--- src/rtl/snd_lpf_mixer.sv ---
// snd_lpf_mixer
//   Time-multiplexed one-pole IIR low-pass filter and saturating mixer for
//   N PSG channels. One sample frame, started by cen_sample, walks the
//   channels through a two-stage pipeline and produces one mixed sample.
//   Per-channel filter mode is double-buffered (shadow/active) so mode
//   changes take effect only at frame boundaries.
//
// Ports
//   clk_49m      in   system clock
//   reset        in   asynchronous reset, active low
//   cen_sample   in   one-cycle strobe, starts a sample frame
//   ch_in        in   CHANNELS*W signed samples, channel i at [i*W +: W]
//   sel_we       in   write strobe for the shadow filter-select register
//   sel_data     in   CHANNELS*2 mode bits (0 bypass, 1/2/3 = K1/K2/K3)
//   sound        out  W-bit signed saturated mix, registered
//   sound_valid  out  one-cycle pulse when sound updates
//   busy         out  frame in progress (LOAD through OUT)
//   overrun      out  sticky, cen_sample seen while busy
//
// Build option
//   SND_LPF_MIXER_INVERT_EN  when defined, sound = -(saturated sum), clamped
//                            again so that -(-2^(W-1)) becomes 2^(W-1)-1.
//
// state  | meaning
// IDLE   | waiting for cen_sample
// LOAD   | inputs/selects captured, accumulator cleared, idx = 0
// RUN    | one channel enters the pipeline per cycle
// DRAIN1 | last channel completes stage 2
// DRAIN2 | pipeline flush
// OUT    | saturated result registered, sound_valid raised next cycle
module snd_lpf_mixer #(
  parameter int          CHANNELS = 6,
  parameter int          W        = 16,
  parameter logic [15:0] K1       = 16'h3A00,
  parameter logic [15:0] K2       = 16'h0F00,
  parameter logic [15:0] K3       = 16'h0C80
) (
  input  logic                    clk_49m,
  input  logic                    reset,
  input  logic                    cen_sample,
  input  logic [CHANNELS*W-1:0]   ch_in,
  input  logic                    sel_we,
  input  logic [CHANNELS*2-1:0]   sel_data,
  output logic signed [W-1:0]     sound,
  output logic                    sound_valid,
  output logic                    busy,
  output logic                    overrun
);

  localparam int IW = (CHANNELS > 1) ? $clog2(CHANNELS) : 1;
  localparam int AW = W + 4;
  localparam int PW = W + 18;
  localparam int SW = W + 2;
  localparam logic signed [AW-1:0] SMAX = {{5{1'b0}}, {(W-1){1'b1}}};
  localparam logic signed [AW-1:0] SMIN = {{5{1'b1}}, {(W-1){1'b0}}};

  typedef enum logic [2:0] {S_IDLE, S_LOAD, S_RUN, S_DRAIN1, S_DRAIN2, S_OUT} state_t;

  state_t state_q, state_d;

  logic [IW-1:0]           idx_q;
  logic [CHANNELS*2-1:0]   sel_shadow, sel_act;
  logic signed [W-1:0]     x_q [CHANNELS];
  logic signed [W-1:0]     y_q [CHANNELS];
  logic signed [AW-1:0]    acc_q;

  logic                    s1_valid, s1_bypass;
  logic [IW-1:0]           s1_idx;
  logic signed [W-1:0]     s1_x, s1_y;
  logic signed [SW-1:0]    s1_step;

  logic                    accept;
  logic signed [W-1:0]     x_cur, y_cur;
  logic [1:0]              mode_cur;
  logic [15:0]             alpha_cur;
  logic signed [W:0]       d_cur;
  logic signed [PW-1:0]    d_w, a_w, prod_cur;
  logic signed [W-1:0]     ch_out;
  logic signed [AW-1:0]    sat_w, res_w;

  assign accept = (state_q == S_IDLE) && cen_sample;
  assign busy   = (state_q != S_IDLE);

  always_ff @(posedge clk_49m or negedge reset) begin
    if (!reset) state_q <= S_IDLE;
    else        state_q <= state_d;
  end

  always_comb begin
    state_d = state_q;
    case (state_q)
      S_IDLE:   if (cen_sample) state_d = S_LOAD;
      S_LOAD:   state_d = S_RUN;
      S_RUN:    if (idx_q == IW'(CHANNELS - 1)) state_d = S_DRAIN1;
      S_DRAIN1: state_d = S_DRAIN2;
      S_DRAIN2: state_d = S_OUT;
      S_OUT:    state_d = S_IDLE;
      default:  state_d = S_IDLE;
    endcase
  end

  // Stage 1: d = x - y at W+1 bits, scaled by the unsigned Q0.16 alpha.
  always_comb begin
    x_cur    = x_q[idx_q];
    y_cur    = y_q[idx_q];
    mode_cur = sel_act[idx_q*2 +: 2];
    case (mode_cur)
      2'd1:    alpha_cur = K1;
      2'd2:    alpha_cur = K2;
      default: alpha_cur = K3;
    endcase
    d_cur    = {x_cur[W-1], x_cur} - {y_cur[W-1], y_cur};
    d_w      = PW'(d_cur);
    a_w      = PW'({1'b0, alpha_cur});
    prod_cur = d_w * a_w;
  end

  // Stage 2: y stays between old y and x, so W bits always hold the sum.
  assign ch_out = s1_bypass ? s1_x : W'(SW'(s1_y) + s1_step);

  always_comb begin
    if (acc_q > SMAX)      sat_w = SMAX;
    else if (acc_q < SMIN) sat_w = SMIN;
    else                   sat_w = acc_q;
`ifdef SND_LPF_MIXER_INVERT_EN
    res_w = -sat_w;
    if (res_w > SMAX) res_w = SMAX;
`else
    res_w = sat_w;
`endif
  end

  always_ff @(posedge clk_49m or negedge reset) begin
    if (!reset) begin
      idx_q       <= '0;
      sel_shadow  <= '0;
      sel_act     <= '0;
      acc_q       <= '0;
      s1_valid    <= 1'b0;
      s1_bypass   <= 1'b0;
      s1_idx      <= '0;
      s1_x        <= '0;
      s1_y        <= '0;
      s1_step     <= '0;
      sound       <= '0;
      sound_valid <= 1'b0;
      overrun     <= 1'b0;
      for (int i = 0; i < CHANNELS; i++) begin
        x_q[i] <= '0;
        y_q[i] <= '0;
      end
    end else begin
      if (sel_we) sel_shadow <= sel_data;
      if (accept) begin
        // same-cycle select write goes straight into this frame
        sel_act <= sel_we ? sel_data : sel_shadow;
        for (int i = 0; i < CHANNELS; i++) x_q[i] <= ch_in[i*W +: W];
      end
      if (busy && cen_sample) overrun <= 1'b1;

      if (state_q == S_LOAD)     idx_q <= '0;
      else if (state_q == S_RUN) idx_q <= idx_q + 1'b1;

      s1_valid  <= (state_q == S_RUN);
      s1_bypass <= (mode_cur == 2'd0);
      s1_idx    <= idx_q;
      s1_x      <= x_cur;
      s1_y      <= y_cur;
      s1_step   <= SW'(prod_cur >>> 16);

      if (state_q == S_LOAD) acc_q <= '0;
      else if (s1_valid) begin
        acc_q         <= acc_q + AW'(ch_out);
        y_q[s1_idx]   <= ch_out;
      end

      sound_valid <= (state_q == S_OUT);
      if (state_q == S_OUT) sound <= W'(res_w);
    end
  end

endmodule

--- config.mk ---
export PLATFORM = sky130hd
export DESIGN_NAME = snd_lpf_mixer
export DESIGN_NICKNAME = d
export VERILOG_FILES = /design/src/rtl/snd_lpf_mixer.sv
export SDC_FILE = /design/constraint.sdc
export NUM_CORES = 1
export LEC_CHECK = 0
export CAP_MARGIN = 20
export CORE_UTILIZATION = 61
export CTS_CLUSTER_DIAMETER = 100
export DETAILED_ROUTE_END_ITERATION = 8
export PLACE_DENSITY = 0.8
export SETUP_SLACK_MARGIN = 0.02
export SYNTH_ARGS = -nofsm -noshare
export SYNTH_HDL_FRONTEND = slang
export SYNTH_SLANG_ARGS = --single-unit
--- constraint.sdc ---
create_clock -name clk_49m -period 10.2 [get_ports clk_49m]
set_input_delay 2.55 -clock clk_49m [delete_from_list [all_inputs] [get_ports clk_49m]]
set_output_delay 2.55 -clock clk_49m [all_outputs]
set_load 0.03 [all_outputs]
==> results.txt, run 1 <==
----------------------------------------------------
[Critical path]
  Crit path largest cell delay ... 750 ps
  Combined buffer and inverter count along the critical path ... 4
  Critical Path Slowest Stage Cell ... sky130_fd_sc_hd__dfrtp_4
  Required time of the critical path ... approximately 11,000 ps
  Worst r2r dst ... s1_step[13]
  Data arrival, critical path ... roughly 9500 ps
  Worst Path Class, Setup ... reg2reg
  Critical Path Fanout Max ... 27
  Critical Path Source Type ... flip-flop
  Worst R2R Path Depth ... 30
  Worst path most repeated cell ... sky130_fd_sc_hd__fa_1
  Worst flop-to-flop path startpoint ... idx_q[0]
  Slack of the worst reg-to-reg path ... 1080 ps
  Dominant delay contributor by cell family on the critical path ... adder cells
  Endpoint kind of the worst setup timing path ... flip-flop

[Timing]
  Post-route clock period utilization ... 89.45%
  Worst-margin pin slew ... 1115 ps
  Max-slew violation total from the final report ... 0
  Unrepaired setup endpoints after global routing ... no
  Fmax ... ~0.11 GHz
  Summed negative setup slack over all endpoints ... 0 ps
  Final critical delay including setup and external delays ... 9124 ps
  Clk_skew ... 32.10 ps
  Setup-violating endpoint count in the final report ... 0
  Final hold violation count ... 0
  Normalized max-slew margin ... 25.56%

[Hold path]
  Endpoint of the worst hold path ... overrun
  Type of the most critical hold path ... reg2reg
  Min-Delay Path Depth ... 1
  Worst min-delay path startpoint ... overrun

[Clocking]
  Clock insertion delay at the later pin of the skew report ... 520 ps
  Number of sinks driven by the clock tree ... 313
  CTS tree ... done
  Longest Clk Path Bufs ... 3
  Clock root buffer ... sky130_fd_sc_hd__clkbuf_16
  Clk pin slew, worst setup/hold paths ... roughly 60 ps
  Number of buffers created by CTS ... 35
  Total setup buffers inserted after CTS ... 0
  # H-tree levels ... 2
  CTS resizes ... 0
  Hold_buf cts ... 0

[Drt]
  Drt pass-1 iters ... 5
  Via count of the routed design ... 14.30k
  Detailed router's first-iteration violation count ... 825
  Routed WL ... roughly 46,000 um
  Routed length per placed instance ... 19.29 um
  Number of vias per cell after detailed routing ... just under 6
  Count of nets left with antenna violations after detail routing ... 0
  DRC violation count after routing ... 0

[Global routing]
  Highest-utilization routing layer at the global route stage ... met2
  Pin count of the biggest net entering global routing ... 98
  Wire length of the first global-routing pass ... roughly 76,000 um
  GRT Residual Overflow ... 0
  Global-route met2 utilization ... between 40 and 50%
  Vias in the first global route ... 14.81k
  All-Layer GR Usage ... between 20 and 30%
  Met3 demand-to-capacity share in global routing ... 6.473%
  Met1 GRT Util ... a little under two fifths
  Number of antenna violations at the first check in global routing ... 1

[Floorplanning]
  Starting density of the core ... 62.63%
  Number of cell rows ... 65
  Core area ... 31,880 um2
  Die Height ... 182.9 um
  Die boundary width ... approximately 180 um
  Area of the die ... between 30,000 and 40,000 um2
  Count of boundary I/O pins ... ~130

[Place]
  Count of port buffers added during placement ... 130
  Placed Instances ... 2,350
  Detailed placer's ending HPWL ... ~34,000 um
  Last weighted congestion value of the routability-driven placer ... 0.9154

[Final layout]
  Fraction of layout cells with a size suffix above 1 ... between 10% and 20%
  Most common cell after layout, fill and taps aside ... sky130_fd_sc_hd__dfrtp_1
  Number of nets in the layout ... about 2.3k
  Fillcell total ... between 2k and 2.5k
  Final instance count without filler cells ... about 2.4k
  Diode count ... 0
  P&R area growth vs syn ... 14.44%
  Most frequent cells in the layout ... sky130_fd_sc_hd__dfrtp_1, sky130_fd_sc_hd__inv_1, sky130_fd_sc_hd__mux2_2

[Outcome]
  Result of the run ... finished clean

[Synth]
  Most used flip-flop cell after synthesis ... sky130_fd_sc_hd__dfrtp_1
  Post-synthesis instance total ... 1,838
  Sequential element share of the synthesized area ... between 30% and 40%
  Proportion of synthesized flip-flops having asynchronous set or reset ... 100.0%
  Number of nets in the synthesized netlist ... 2,194
  Mapped Avg Cell Area ... 10.86 um2
  Cell area after synthesis ... between 15,000 and 20,000 um2
  Number of synthesized flops with an enable pin ... 0
  Number of unique standard cell types used by synthesis ... 74
  Post-synthesis register bit count ... 313
  Synthesis Warnings ... 0

[Flow run]
  # Max-Cap Violations ... 0

----------------------------------------------------
==> cell usage after synthesis, drive strengths merged (10+ instances only) <==
cell / n / area [um2]
a21o: 16 / 120.1
a21oi: 133 / 673.2
and2: 30 / 187.7
buf: 13 / 55.05
clkbuf: 61 / 239.0
dfrtp: 313 / 7833
fa: 90 / 1802
ha: 154 / 1927
inv: 192 / 720.7
mux2: 156 / 1757
mux2i: 43 / 430.4
mux4: 34 / 765.7
nand2: 95 / 356.6
nand2b: 13 / 81.33
nand3: 17 / 85.08
nor2: 157 / 599.3
nor2b: 14 / 87.58
nor3: 21 / 105.1
nor4: 17 / 118.9
o211ai: 11 / 82.58
o21a: 10 / 75.07
o21ai: 69 / 345.3
xnor2: 32 / 280.3
xor2: 15 / 131.4
==> area by class of cell <==
class | count | area [um2] | area share, %
sequential | 313 | 7836 | 34.29
timing repair buffer | 151 | 1464 | 6.406
clock buffer | 46 | 988.4 | 4.326
tap | 435 | 544.3 | 2.382
inverter | 196 | 735.7 | 3.220
clock inverter | 11 | 152.6 | 0.6680
multi-input combinational | 1255 | 11130 | 48.70
==> worst reg2reg max path, delay by kind of cell, from the launching register on <==
family / cells / cell delay, ps
fa+ha+maj: 9 / 3500
flops: 1 / 750
buf+inv: 4 / 240
simple gates: 1 / 220
compound gates: 13 / 2980
mux: 1 / 590
xor+xnor: 2 / 670
==> layer usage <==
layer,vias up,part of all wire [%],wire (um)
met5,-,0.028,13
met4,2,3.7,1717
met3,106,7.0,3266
met2,488,47,21940
met1,7142,42,19500
li1,6564,-,-
==> how the worst max path moves through the flow <==
stage	start	endpoint	slack, ps	depth (start not counted)
after detailed placement	idx_q[0]	s1_step[13]	1170	29
after global placement	idx_q[0]	s1_step[13]	1450	28
final	idx_q[0]	s1_step[13]	1080	30
after global routing	idx_q[0]	s1_step[15]	660	30
after floorplan	idx_q[0]	s1_step[13]	1270	34
after CTS	idx_q[0]	s1_step[13]	1110	29
==> registers in the layout, summed over array words and instances, names as in the netlist <==
signal	count
acc_q	20
idx_q	3
overrun	1
s1_bypass	1
s1_idx	3
s1_step	16
s1_valid	1
s1_x	16
s1_y	16
sel_act	12
sel_shadow	12
sound	16
sound_valid	1
state_q	3
x_q	96
y_q	96
==> stage by stage <==
step	worst slack, ps	area [um2]	utilization (%)	hold slack [ps]
after floorplan	1266	19970	-	375.8
after global placement	1447	21710	68.10	438.6
after detailed placement	1174	21710	68.10	448.1
after CTS	1106	22850	71.68	460.4
after global routing	664.5	22850	71.68	471.8
final	1076	22850	71.68	457.3
==> kinds of logic after synthesis <==
logic type	count (synthesis)	share of synthesized area (%)
adders and majority gates	244	18.67
AOI/OAI and AO/OA	318	10.20
DFF	313	39.23
xor gates and xnor gates	47	2.062
and+or+nand+nor	413	9.895
muxes	233	14.79
buffers and inverters	270	5.157
Power of run 1 is not shown: default switching activity piles up to over one toggle a cycle in this logic, so the estimate is an artifact.
==> inputs of run 2 (changes only) <==
--- a/config.mk
+++ b/config.mk
@@ -10,6 +10,7 @@
 export CTS_CLUSTER_DIAMETER = 100
 export DETAILED_ROUTE_END_ITERATION = 8
 export PLACE_DENSITY = 0.8
+export RECOVER_POWER = 100
 export SETUP_SLACK_MARGIN = 0.02
 export SYNTH_ARGS = -nofsm -noshare
 export SYNTH_HDL_FRONTEND = slang
==> run 2 against run 1 <==
The run now ends with max-capacitance violations, max-slew violations left. Via count increased by 0.23%. First-iteration DRC count increased by 8.5%. Utilization decreased by 0.44 points. Cell area decreased by 0.62%. Sequential share of layout area increased by 0.21 points. Register-to-register slack got worse by 130 ps. Die area unchanged. Clock skew increased by 2.2 ps. Non-clock buffer count unchanged. Critical endpoint unchanged. Highest routed layer unchanged.
==> results.txt, run 2 (synthesized netlist as in run 1, its figures left out) <==
----------------------------------------------------
[Floorplanning]
  Count of boundary I/O pins ... 131
  Core area ... 31,880 um2
  Die boundary width ... 182.9 um
  Die Height ... 182.9 um
  Starting density of the core ... 62.63%
  Number of cell rows ... 65
  Area of the die ... about 33,000 um2

[Drt]
  Routed WL ... 46,310 um
  Via count of the routed design ... about 14k
  Detailed router's first-iteration violation count ... 895
  Routed length per placed instance ... 19.23 um
  Count of nets left with antenna violations after detail routing ... 0
  Number of vias per cell after detailed routing ... between 5 and 6
  Drt pass-1 iters ... 5
  DRC violation count after routing ... 0

[Place]
  Detailed placer's ending HPWL ... 34,500 um
  Count of port buffers added during placement ... 130
  Last weighted congestion value of the routability-driven placer ... 0.9154

[Global routing]
  Met1 GRT Util ... 38.00%
  Vias in the first global route ... about 15k
  Met3 demand-to-capacity share in global routing ... approximately 6.5%
  Number of antenna violations at the first check in global routing ... 1
  GRT Residual Overflow ... 0
  Highest-utilization routing layer at the global route stage ... met2
  Global-route met2 utilization ... 47.47%
  Pin count of the biggest net entering global routing ... 98
  All-Layer GR Usage ... 29.07%
  Wire length of the first global-routing pass ... 76,480 um

[Hold path]
  Worst min-delay path startpoint ... overrun
  Endpoint of the worst hold path ... overrun
  Type of the most critical hold path ... reg2reg
  Min-Delay Path Depth ... 1

[Final layout]
  Fillcell total ... 2,292
  P&R area growth vs syn ... 13.74%
  Most common cell after layout, fill and taps aside ... sky130_fd_sc_hd__dfrtp_1
  Largest registers in the final layout ... x_q (96), y_q (96), acc_q (20)
  Number of nets in the layout ... 2,308
  Most frequent cells in the layout ... sky130_fd_sc_hd__dfrtp_1, sky130_fd_sc_hd__inv_1, sky130_fd_sc_hd__nor2_1
  Fraction of layout cells with a size suffix above 1 ... 13.29%

[Critical path]
  Worst R2R Path Depth ... 28
  Data arrival, critical path ... 9630 ps
  Crit path largest cell delay ... 750 ps
  Critical Path Slowest Stage Cell ... sky130_fd_sc_hd__dfrtp_4
  Worst Path Class, Setup ... reg2reg
  Required time of the critical path ... 10,580 ps
  Endpoint kind of the worst setup timing path ... flip-flop
  Critical Path Source Type ... flip-flop
  Worst r2r dst ... s1_step[13]
  Critical Path Fanout Max ... 27
  Slack of the worst reg-to-reg path ... 940 ps
  Worst flop-to-flop path startpoint ... idx_q[0]

[Timing]
  Summed negative setup slack over all endpoints ... 0 ps
  Post-route clock period utilization ... 90.75%
  Unrepaired setup endpoints after global routing ... no
  Final critical delay including setup and external delays ... 9256 ps
  Worst-margin pin slew ... 5140 ps
  Setup-violating endpoint count in the final report ... 0
  Fmax ... between 0.1 and 0.15 GHz
  Final hold violation count ... 0
  Clk_skew ... 34.28 ps
  Max-slew violation total from the final report ... 368
  Normalized max-slew margin ... -242.6%

[Clocking]
  CTS tree ... done
  # H-tree levels ... 2
  Clock insertion delay at the later pin of the skew report ... roughly 520 ps
  Longest Clk Path Bufs ... 3
  Clock root buffer ... sky130_fd_sc_hd__clkbuf_16
  Number of buffers created by CTS ... 35
  Total setup buffers inserted after CTS ... 0
  Clk pin slew, worst setup/hold paths ... ~60 ps
  Number of sinks driven by the clock tree ... ~310
  Hold_buf cts ... 0
  CTS resizes ... 0

[Outcome]
  Failing checks ... max-capacitance violations, max-slew violations
  Result of the run ... complete, but fails checks

[Flow run]
  # Max-Cap Violations ... 6

----------------------------------------------------
-- run 2: cell types whose count changed in the layout (fill, tap and decap cells not counted), moves of 3 or more --
cell                              delta
sky130_fd_sc_hd__clkdlybuf4s50_1    -21
sky130_fd_sc_hd__clkbuf_1           +10
sky130_fd_sc_hd__dlygate4sd3_1      +21
sky130_fd_sc_hd__nor2_1              +3
sky130_fd_sc_hd__mux2_2             -12
sky130_fd_sc_hd__buf_4              -12
sky130_fd_sc_hd__o21ai_1             -7
sky130_fd_sc_hd__o21ai_0             +7
sky130_fd_sc_hd__mux2_1             +12
-- run 2: worst max-delay path by stage --
stage	startpoint	to	slack, ps	cells after the start
detailed placement	idx_q[0]	s1_step[13]	1170	29
floorplan	idx_q[0]	s1_step[13]	1270	34
finish	idx_q[0]	s1_step[13]	940	28
global route	reset	x_q[31]	370	3
global placement	idx_q[0]	s1_step[13]	1450	28
CTS	idx_q[0]	s1_step[13]	1110	29
-- run 2: routing by layer --
| metal | up-vias | share of wire (%) |
|---|---|---|
| li1 | 6573 | - |
| met1 | 7139 | 42 |
| met2 | 508 | 47 |
| met3 | 113 | 7.3 |
| met4 | 2 | 3.8 |
| met5 | - | 0.041 |
-- run 2: area by class of cell --
type | instances | area, um2 | area share [%]
Timing Repair Buffer | 151 | 1414 | 6.226
Clock buffer | 46 | 988.4 | 4.353
Tap cell | 435 | 544.3 | 2.397
Multi-Input combinational cell | 1255 | 11040 | 48.60
Antenna cell | 1 | 2.502 | 0.01102
Inverter | 196 | 735.7 | 3.240
Clock inverter | 11 | 152.6 | 0.6722
Sequential cell | 313 | 7836 | 34.51
-- run 2: through the flow --
step	cell area (um2)	util [%]	cells	worst slack, ps	hold slack (ps)
finish	22710	71.23	2408	943.8	450.9
global route	22710	71.22	2407	373.9	466.7
CTS	22850	71.68	2407	1106	460.4
detailed placement	21710	68.10	2350	1174	448.1
global placement	21710	68.10	2350	1447	438.6
floorplan	19970	-	1838	1266	375.8
-- run 2: critical path: cells and delay by family, from the launching register on --
kind	cells	cell delay (ps)
adders and majority gates	8	3460
AOI/OAI and AO/OA	11	2660
DFF	1	750
buffers and inverters	4	710
xor gates and xnor gates	2	690
muxes	1	600
and+or+nand+nor	2	250
Power of run 2 is left out for the same reason.
